$ cat src/rtl/signed_divider.sv
// Multi-cycle signed restoring divider: quotient truncates toward zero, remainder follows dividend sign.
// Build option: define SIGNED_DIVIDER_REM_EN to compute the remainder output (otherwise it is tied to 0).
module signed_divider #(
   parameter int DW_A = 16,
   parameter int DW_B = 8
) (
   input  logic                   clk,
   input  logic                   rst,
   input  logic                   start,
   input  logic signed [DW_A-1:0] dividend,
   input  logic signed [DW_B-1:0] divisor,
   output logic                   busy,
   output logic                   done,
   output logic signed [DW_A-1:0] quotient,
   output logic signed [DW_B-1:0] remainder,
   output logic                   dbz,
   output logic                   ovf
);

   localparam int CW = (DW_A > 1) ? $clog2(DW_A) : 1;
   localparam logic [DW_A-1:0] A_MIN = {1'b1, {(DW_A-1){1'b0}}};

   typedef enum logic [2:0] {IDLE, PREP, CALC, FIX, DONE} state_t;

   state_t r_state, w_next;

   logic signed [DW_A-1:0] r_a;
   logic signed [DW_B-1:0] r_b;
   logic [DW_A-1:0]        r_qm;
   logic [DW_B-1:0]        r_bm;
   logic [DW_B-1:0]        r_pr;
   logic                   r_sign;
   logic                   r_dbz_c;
   logic                   r_ovf_c;
   logic [DW_A-1:0]        r_qf;
   logic [CW-1:0]          r_cnt;
   logic                   r_done;
   logic [DW_A-1:0]        r_quot;
   logic                   r_dbz;
   logic                   r_ovf;

   logic [DW_B:0]          w_sh;
   logic                   w_ge;
   logic [DW_B-1:0]        w_diff;

   function automatic logic [DW_A-1:0] neg_a(input logic [DW_A-1:0] x);
      return ~x + 1'b1;
   endfunction

   function automatic logic [DW_B-1:0] neg_b(input logic [DW_B-1:0] x);
      return ~x + 1'b1;
   endfunction

   // DW_A-bit unsigned result keeps the most-negative value intact (0x8000 -> 0x8000).
   function automatic logic [DW_A-1:0] mag_a(input logic [DW_A-1:0] x);
      return x[DW_A-1] ? neg_a(x) : x;
   endfunction

   function automatic logic [DW_B-1:0] mag_b(input logic [DW_B-1:0] x);
      return x[DW_B-1] ? neg_b(x) : x;
   endfunction

   always_ff @(posedge clk or posedge rst) begin
      if (rst) r_state <= IDLE;
      else     r_state <= w_next;
   end

   always_comb begin
      w_next = r_state;
      case (r_state)
         IDLE:    if (start) w_next = PREP;
         PREP:    w_next = CALC;
         CALC:    if (r_cnt == '0) w_next = FIX;
         FIX:     w_next = DONE;
         DONE:    w_next = IDLE;
         default: w_next = IDLE;
      endcase
   end

   // Shift-subtract step: partial remainder is DW_B+1 bits only transiently, since it stays below the divisor.
   assign w_sh   = {r_pr, r_qm[DW_A-1]};
   assign w_ge   = (w_sh >= {1'b0, r_bm});
   assign w_diff = w_sh[DW_B-1:0] - r_bm;

`ifdef SIGNED_DIVIDER_REM_EN
   logic           r_nega;
   logic [DW_B-1:0] r_rf;
   logic [DW_B-1:0] r_rem;
`endif

   always_ff @(posedge clk) begin
      case (r_state)
         IDLE: begin
            if (start) begin
               r_a <= dividend;
               r_b <= divisor;
            end
         end
         PREP: begin
            r_qm    <= mag_a(r_a);
            r_bm    <= mag_b(r_b);
            r_pr    <= '0;
            r_sign  <= r_a[DW_A-1] ^ r_b[DW_B-1];
            r_dbz_c <= (r_b == '0);
            r_ovf_c <= (r_a == A_MIN) && (r_b == {DW_B{1'b1}});
`ifdef SIGNED_DIVIDER_REM_EN
            r_nega  <= r_a[DW_A-1];
`endif
         end
         CALC: begin
            r_pr <= w_ge ? w_diff : w_sh[DW_B-1:0];
            r_qm <= {r_qm[DW_A-2:0], w_ge};
         end
         FIX: begin
            r_qf <= r_dbz_c ? {DW_A{1'b1}} : (r_sign ? neg_a(r_qm) : r_qm);
`ifdef SIGNED_DIVIDER_REM_EN
            r_rf <= r_dbz_c ? '0 : (r_nega ? neg_b(r_pr) : r_pr);
`endif
         end
         default: ;
      endcase
   end

   always_ff @(posedge clk or posedge rst) begin
      if (rst) begin
         r_cnt  <= '0;
         r_done <= 1'b0;
         r_quot <= '0;
         r_dbz  <= 1'b0;
         r_ovf  <= 1'b0;
`ifdef SIGNED_DIVIDER_REM_EN
         r_rem  <= '0;
`endif
      end else begin
         r_done <= (r_state == DONE);
         if (r_state == PREP)      r_cnt <= CW'(DW_A - 1);
         else if (r_state == CALC) r_cnt <= r_cnt - 1'b1;
         if (r_state == DONE) begin
            r_quot <= r_qf;
            r_dbz  <= r_dbz_c;
            r_ovf  <= r_ovf_c;
`ifdef SIGNED_DIVIDER_REM_EN
            r_rem  <= r_rf;
`endif
         end
      end
   end

   assign busy     = (r_state == PREP) || (r_state == CALC) || (r_state == FIX);
   assign done     = r_done;
   assign quotient = r_quot;
   assign dbz      = r_dbz;
   assign ovf      = r_ovf;
`ifdef SIGNED_DIVIDER_REM_EN
   assign remainder = r_rem;
`else
   assign remainder = '0;
`endif

endmodule

$ cat config.mk
export PLATFORM = sky130hd
export DESIGN_NAME = signed_divider
export DESIGN_NICKNAME = d
export VERILOG_FILES = /design/src/rtl/signed_divider.sv
export SDC_FILE = /design/constraint.sdc
export NUM_CORES = 1
export LEC_CHECK = 0
export ABC_AREA = 0
export BUFFER_PORTS_ARGS = -buffer_cell sky130_fd_sc_hd__buf_2
export CORE_MARGIN = 2
export CORE_UTILIZATION = 61
export CTS_BUF_LIST = sky130_fd_sc_hd__clkbuf_4 sky130_fd_sc_hd__clkbuf_8
export DETAILED_ROUTE_END_ITERATION = 10
export PLACE_DENSITY = 0.85
export SETUP_SLACK_MARGIN = 0.5
export SLEW_MARGIN = 20
export SYNTH_ARGS = -nofsm -noshare
export SYNTH_HDL_FRONTEND = slang
export SYNTH_SLANG_ARGS = --single-unit
export TNS_END_PERCENT = 30
$ cat constraint.sdc
create_clock -name clk -period 3.35 [get_ports clk]
set_clock_uncertainty 0.15 [all_clocks]
set_input_delay 0.67 -clock clk [delete_from_list [all_inputs] [get_ports clk]]
set_output_delay 0.67 -clock clk [all_outputs]
set_load 0.02 [all_outputs]
== Yosys cells after proc, flatten, opt, wreduce, memory -nomap -nowiden ==
Index checks and enable logic that the tools add are counted.
Word-level totals
  flip-flop bits (word level): 101
  output and inout bits: 28
  word-level logic and storage cells: 54
Operators by class
  $add $sub $neg: 5
  magnitude comparators: 1
  equal/unequal tests: 8
  mux-type cells: 11
  bitwise operators: 4
  reduce and logical (&&, ||, !) cells: 9
Operators by type and width (number)
  adder 16 x 1 -> 16 bit, second input constant: 2
  2-to-1 mux 16 bit: 2
  NOT 16 bit: 2
  case mux 16 bit (2 select lines): 1
  equality test 16 bit, second input constant: 1
  case mux 8 bit (2 select lines): 1
  case mux 3 bit (4 select lines): 1
  >= comparator 9 x 8 -> 1 bit: 1
  adder 8 x 1 -> 8 bit, second input constant: 1
  equality test 8 bit, second input constant: 1
  logical NOT 8 bit: 1
  2-to-1 mux 4 bit: 2
  2-to-1 mux 8 bit: 1
  NOT 8 bit: 1
  subtractor 8 bit: 1
  2-to-1 mux 7 bit: 1
  equality test 3 x 2 -> 1 bit, second input constant: 2
  2-to-1 mux 3 bit: 2
  logical NOT 4 bit: 1
  inequality test 2 bit, second input constant: 2
  AND reduction 2 bit: 2
  subtractor 4 x 1 -> 4 bit, second input constant: 1
  equality test 3 x 1 -> 1 bit, second input constant: 1
  equality test 3 bit, second input constant: 1
  other kinds (5): 6

== Longest topological paths before layout ==
Gate-level depths: netlist of the first run.
  depth after elaboration: 4
  mapped depth: 9
  gate-level depth less buffers: 8

== Worst setup path after synthesis of the first run ==
OpenSTA, ideal clock, no wires.
  kind: reg2reg
  start point: register r_pr[5]
  end point: register r_pr[1] (data pin)
  library setup time: 261 ps
  arrival: 1968 ps
  path slack: 972 ps
  cell stages (with the launch flop): 8
  path through: edfxtp_1 > ha_1 > clkbuf_1 > a21o_1 > a211o_1 > a31o_2 > clkbuf_1 > o311a_1
Between the ends
  word-level cells in the longest chain between the ends: 3
Ends and longest elaborated chain
  start: declaration: RTL line 31  | logic [DW_B-1:0] r_pr;
  start signal: assignment: RTL line 111  | r_pr <= w_ge ? w_diff : w_sh[DW_B-1:0];
  >= comparator 9 x 8 -> 1 bit: RTL line 82  | assign w_ge = (w_sh >= {1'b0, r_bm});
  2-to-1 mux 8 bit: RTL line 111
  case mux 8 bit (2 select lines): RTL line 92  | case (r_state)
No other way between the ends.
A chain may end at the register's enable or synchronous reset.

== Final worst setup path of the first run ==
  start point: register r_a[0]
  end point: register r_qm[12] (data pin)
Between the ends
  word-level cells in the longest chain between the ends: 4
Ends and longest elaborated chain
  start: declaration: RTL line 27  | logic signed [DW_A-1:0] r_a;
  start signal: assignment: RTL line 95  | r_a <= dividend;
  NOT 16 bit: RTL line 47  | return ~x + 1'b1;
  adder 16 x 1 -> 16 bit: RTL line 47
  2-to-1 mux 16 bit: RTL line 56  | return x[DW_A-1] ? neg_a(x) : x;
  case mux 16 bit (2 select lines): RTL line 92
  end signal: assignment: RTL line 100  | r_qm <= mag_a(r_a);
  end signal: assignment: RTL line 112  | r_qm <= {r_qm[DW_A-2:0], w_ge};
  end: declaration: RTL line 29  | logic [DW_A-1:0] r_qm;
No other way between the ends.

==> results of run 1 <==
-- cell families after synthesis --
kind of cell	Yosys count	synth area share
AND/OR/NAND/NOR	107	0.111
XOR/XNOR	36	0.0634
flip-flops	101	0.584
multiplexers	21	0.0471
other	1	0.000754
AO/OA/AOI/OAI	87	0.115
adder cells (fa/ha/maj)	14	0.0367
buffers and inverters	47	0.0418
-- final timing paths --
check,startpoint,to,cells after the start
setup / recovery,r_a[0]$_DFFE_PP_,r_qm[12]$_DFFE_PP_,7
hold / removal,rst,done$_DFF_PP0_,2
setup reg to reg,r_a[0]$_DFFE_PP_,r_qm[12]$_DFFE_PP_,7
hold reg to reg,r_qf[15]$_SDFFCE_PP1P_,quotient[15]$_DFFE_PP0P_,1
max in group asynchronous,rst,r_cnt[2]$_DFFE_PP0P_,2
min in group clk,r_qf[15]$_SDFFCE_PP1P_,quotient[15]$_DFFE_PP0P_,1
-- flip-flops by register name, indices dropped and copies added (netlist names), 3 cells and up --
| register | count |
|---|---|
| r_b | 8 |
| r_bm | 8 |
| r_state | 3 |
| r_qm | 16 |
| r_cnt | 4 |
| r_pr | 8 |
| r_a | 16 |
| quotient | 16 |
| r_qf | 16 |
-- worst max-delay path: cells and delay by family, from the launching register on --
family	cells	cell delay, ns
AOI/OAI and AO/OA	2	0.34
xor gates and xnor gates	1	0.17
adders and majority gates	1	0.15
buffers and inverters	1	0.10
DFF	1	0.41
and+or+nand+nor	2	0.90
-- synthesized netlist by cell type (all sizes together), types with 3 or more instances --
cell | n | share of area
or3 | 6 | 0.0075
o21a | 3 | 0.0045
dfrtp | 26 | 0.13
nand2 | 47 | 0.035
o31ai | 9 | 0.015
clkbuf | 13 | 0.0098
nor2b | 4 | 0.0050
or4 | 6 | 0.011
ha | 13 | 0.033
nor3 | 4 | 0.0040
edfxtp | 75 | 0.45
nand3 | 7 | 0.0070
or3b | 3 | 0.0053
xor2 | 21 | 0.037
a31oi | 4 | 0.0050
inv | 23 | 0.017
nor2 | 8 | 0.0060
nor4 | 4 | 0.0050
o41ai | 6 | 0.014
a21oi | 13 | 0.013
mux2 | 19 | 0.043
o211ai | 3 | 0.0045
xnor2 | 15 | 0.026
nand2b | 4 | 0.0050
and3 | 3 | 0.0038
and2 | 3 | 0.0038
o21ai | 36 | 0.036
buf | 11 | 0.015
-- per-layer routing --
layer / global-route usage / up-vias
li1: - / 1592
met1: 0.279 / 1519
met2: 0.354 / 129
met3: 0.0433 / 14
met4: 0.0797 / 0
met5: 0 / -
-- layout make-up --
type / instances / area [um^2]
clock inverter: 3 / 21.3
timing repair buffer: 50 / 260
inverter: 23 / 86.3
tap: 102 / 128
fill: 573 / 2360
multi-input combinational: 273 / 1890
clock buffer: 13 / 154
sequential: 101 / 2900
-- metrics by stage --
stage / total power (W) / utilization / instances / setup WS [ns] / hold slack, ns
3_5_place_dp: 0.00448 / 0.675 / 549 / 0.855 / 0.316
3_3_place_gp: 0.00435 / 0.675 / 549 / 0.906 / 0.308
5_1_grt: 0.00552 / 0.697 / 565 / 0.598 / 0.298
2_1_floorplan: 0.00387 / - / 421 / 0.972 / 0.304
6_report: 0.00516 / 0.697 / 565 / 0.858 / 0.246
4_1_cts: 0.00516 / 0.697 / 565 / 0.848 / 0.327
-- where the power goes --
group	leakage [nW]	internal (W)	switching (W)	total, W
combinational	1.04	0.000839	0.00125	0.00209
clock	0.0879	0.000305	0.000393	0.000698
sequential	1.02	0.00200	0.000373	0.00237
total	2.15	0.00314	0.00202	0.00516
==> results.cfg, run 1 <==
[yosys]
synth_warnings = 0
syn_area_per_cell_um2 = 12.0
ys_types = 55
synth-seq-cells = 101
synthCells = 414
synth-async-reset-ratio = 0.257
synthesis.area_mm2 = 0.00497
seq_area_frac_synth = 0.584
synth-edff-count = 75
yosys_most_used_dff = edfxtp_1

[critical_path]
cp_max_fo = 4
worstSetupStartpointType = register
path_class = register to register
r2r_slack_ns = 0.86
crit_required_ns = 3.28
critPathSlowestCell = or3b_2
cp_cell_sequence = inv_1 > ha_1 > or3b_2 > or3_1 > o31ai_1 > xor2_1 > o21ai_0
cpPeakStageDelay_ns = 0.48
cp.arrival_ns = 2.43
cp-end-kind = register

[detailed_routing]
wl_met1_um = 3780
ant_nets = 0
dr_wl_met2_um = 4210
met3_length_um = 542
drt_wl_total_um = 8670
drc = 0
highest_layer = met4
routed_via_density = 5.76
vias = 3254
wire_per_inst_um = 15.3
drtIter0Drc = 219
firstDrtPassIters = 5

[timing]
fin_crit_sh = 0.744
slew-limit-headroom = 0.363
final_max_slew_viol_count = 0
setup-tns-final_ns = 0
fmax_mhz = 401
setup_violations = 0
fin_crit_ns = 2.49
finalHoldViolations = 0
rsz0062_at_grt = false
max_slew.worst_pin.slew_ns = 0.949

[status]
status = completed

[clocking]
holdBufCountCts = 0
clock-sinks = 101
root_buffer = clkbuf_8
postCtsSetupBuffers = 0
cts_resized = 0
cts_tree = built
htreeDepth = 3
cts-buffers-inserted = 9
insertion_delay_ns = 0.36
clk_path_buf_depth = 2
path_clk_slew_ns = 0.09

[global_route]
grt_pass1_wl_um = 14400
grt_pass1_vias = 3051
grt_use_total = 0.213
grt_max_degree = 27
overflow = 0
antenna_found_initial = 0

[placed_design]
hpwlAfterDp_um = 6500
globalplace.congestion = 0.898
port_buffers = 46
place_area_mm2 = 0.00527

[final_layout]
fin_nets = 499
drive_gt1_frac = 0.205
mostFrequentLayoutCells = 75 x edfxtp_1, 47 x nand2_1, 46 x buf_2, 35 x o21ai_0, 26 x dfrtp_1
final_common_cell = edfxtp_1
syn_to_final_growth_pct = 9.46
antenna_cells = 0
fin_area_mm2 = 0.00544

[floorplan]
core_mm2 = 0.00781
die_w_um = 94.3
start_util = 0.637
ioPinCount = 55
num_rows = 32
die_area_mm2 = 0.00889
die_y_um = 94.3

[power_and_ir_drop]
p_leak_nw = 2.15
power_density_mw_per_mm2 = 947
peakVddDrop_mv = 0.392

[run]
drv_cap = 0

[min_path]
min_path_type = primary input to async pin
Note: power is estimated with default switching activity, not from simulation.
==> inputs of run 2 (changes only) <==
==> constraint.sdc (replaced) <==
create_clock -name clk -period 2.5 [get_ports clk]
set_clock_uncertainty 0.15 [all_clocks]
set_input_delay 0.5 -clock clk [delete_from_list [all_inputs] [get_ports clk]]
set_output_delay 0.5 -clock clk [all_outputs]
set_load 0.02 [all_outputs]
==> run 2 against run 1 <==
Worst setup slack worse by 0.76 ns; sequential cell count unchanged; clock-buffer cell count fell by 4; hold slack lost 0.22 ns; wire length increased by 8.3%; critical path depth is the same; sequential power increased by 32%; via count increased by 4.7%; global-route usage increased by 0.33 points; non-clock buffer count increased by 33.
==> results.cfg, run 2 (same netlist as run 1, synthesis figures left out) <==
[clocking]
htreeDepth = 3
root_buffer = clkbuf_8
holdBufCountCts = 0
cts-buffers-inserted = 9
clk_path_buf_depth = 2
insertion_delay_ns = 0.37
clock-sinks = 101
cts_tree = built
path_clk_slew_ns = 0.10

[final_layout]
antenna_cells = 0
num-fill-cells = 482
fin_area_mm2 = 0.00587
syn_to_final_growth_pct = 18.1
drive_gt1_frac = 0.310
final_util = 0.752
fin_nets = 533
mostFrequentLayoutCells = 75 x edfxtp_1, 46 x nand2_1, 46 x buf_2, 37 x buf_4, 30 x o21ai_0
final_common_cell = edfxtp_1

[power_and_ir_drop]
p_leak_nw = 2.35
power_density_mw_per_mm2 = 1270
p_total_w = 0.00746
peakVddDrop_mv = 0.720

[critical_path]
worstSetupStartpointType = register
cp.depth = 7
cpPeakStageDelay_ns = 0.45
cp-end-kind = register
critPathSlowestCell = edfxtp_1
crit_family = simple AND/OR/NAND/NOR gates
cp.arrival_ns = 2.37
worst-path-buf-inv = 1
cp_cell_sequence = inv_2 > ha_1 > or3b_4 > or3_4 > o21ai_2 > xor2_1 > o21ai_0
cp_max_fo = 4
path_class = register to register
ff2ff_path_depth = 7
crit_required_ns = 2.47

[floorplan]
ioPinCount = 55
num_rows = 32
die_w_um = 94.3
die_y_um = 94.3
start_util = 0.637
die_area_mm2 = 0.00889
core_mm2 = 0.00781

[detailed_routing]
drt_wl_total_um = 9390
ant_nets = 0
drc = 0
wire_per_inst_um = 15.7
vias = 3406
drtIter0Drc = 243
routed_via_density = 5.69
firstDrtPassIters = 5

[timing]
slew-limit-headroom = 0.553
setup_violations = 0
fin_crit_sh = 0.962
setup-tns-final_ns = 0
max_slew.worst_pin.slew_ns = 0.671
fmax_mhz = 416
final_max_slew_viol_count = 0
fin_crit_ns = 2.41
setup_slack_ns = 0.0941
finalHoldViolations = 0
rsz0062_at_grt = true

[global_route]
grt_pass1_vias = 3154
overflow = 0
grt_pass1_wl_um = 14600
grt_max_degree = 31
antenna_found_initial = 0
grt_use_total = 0.217

[placed_design]
post-place-ws_ns = 0.120
port_buffers = 46
globalplace.congestion = 0.887
place_area_mm2 = 0.00535
hpwlAfterDp_um = 6220

[run]
drv_cap = 0

[min_path]
min_path_type = primary input to async pin

[status]
status = completed
## run 2: changes by cell type in the layout (fill, tap and decap cells not counted), moves of 4 or more
| cell | delta |
|---|---|
| buf_4 | +33 |
| inv_6 | +4 |
| clkbuf_4 | -4 |
| ha_1 | -4 |
| o21ai_0 | -5 |
## run 2: area by class of cell
class	count	area, um^2	share of cell area
Clock buffer	9	124	0.0211
Clock inverter	7	65.1	0.0111
Inverter	23	86.3	0.0147
Multi-Input combinational cell	274	2060	0.351
Sequential cell	101	2900	0.494
Tap cell	102	128	0.0217
Timing Repair Buffer	83	508	0.0865
## run 2: where the power goes
group	internal (W)	switching, W	total [W]
Sequential	0.00267	0.000465	0.00314
Clock	0.000384	0.000579	0.000963
Combinational	0.00144	0.00191	0.00335
## run 2: per-stage QoR
step,hold WS (ns),instances
5_1_grt,0.0372,599
3_5_place_dp,0.311,557
6_report,0.0251,599
2_1_floorplan,0.304,421
3_3_place_gp,0.309,557
4_1_cts,0.0290,584
## run 2: worst paths after layout
kind                                       start                      end  slack [ns]
max                             r_a[0]$_DFFE_PP_       r_qm[14]$_DFFE_PP_        0.09
min                                          rst  quotient[3]$_DFFE_PP0P_        0.03
max reg2reg                     r_a[0]$_DFFE_PP_       r_qm[14]$_DFFE_PP_        0.09
min reg2reg                r_qf[0]$_SDFFCE_PP1P_  quotient[0]$_DFFE_PP0P_        0.33
max in group asynchronous                    rst     r_cnt[1]$_DFFE_PP0P_        1.91
min in group clk                      divisor[1]         r_b[1]$_DFFE_PP_        0.15
## run 2: repair_timing
| item | 4_1_cts | 5_1_grt |
|---|---|---|
| resized for setup | 11 | 19 |
| endpoints found under the setup margin | 24 | 28 |
| buffers inserted | 11 | 14 |
| pin swaps | 4 | 9 |
| cloned | 0 | 1 |
## run 2: worst reg2reg max path, cell delays in order (launching register included)
cell and delay, ns:
edfxtp_1 0.45, inv_2 0.10, ha_1 0.17, or3b_4 0.39, or3_4 0.38, o21ai_2 0.20, xor2_1 0.23, o21ai_0 0.10
## run 2: layer usage
layer	wire (um)	share of wire	GRT usage	vias to the layer above
met1	4000	0.43	0.271	1604
met4	223	0.024	0.0543	0
met5	0	0	0	-
met3	440	0.047	0.0538	21
li1	-	-	-	1662
met2	4730	0.50	0.377	119
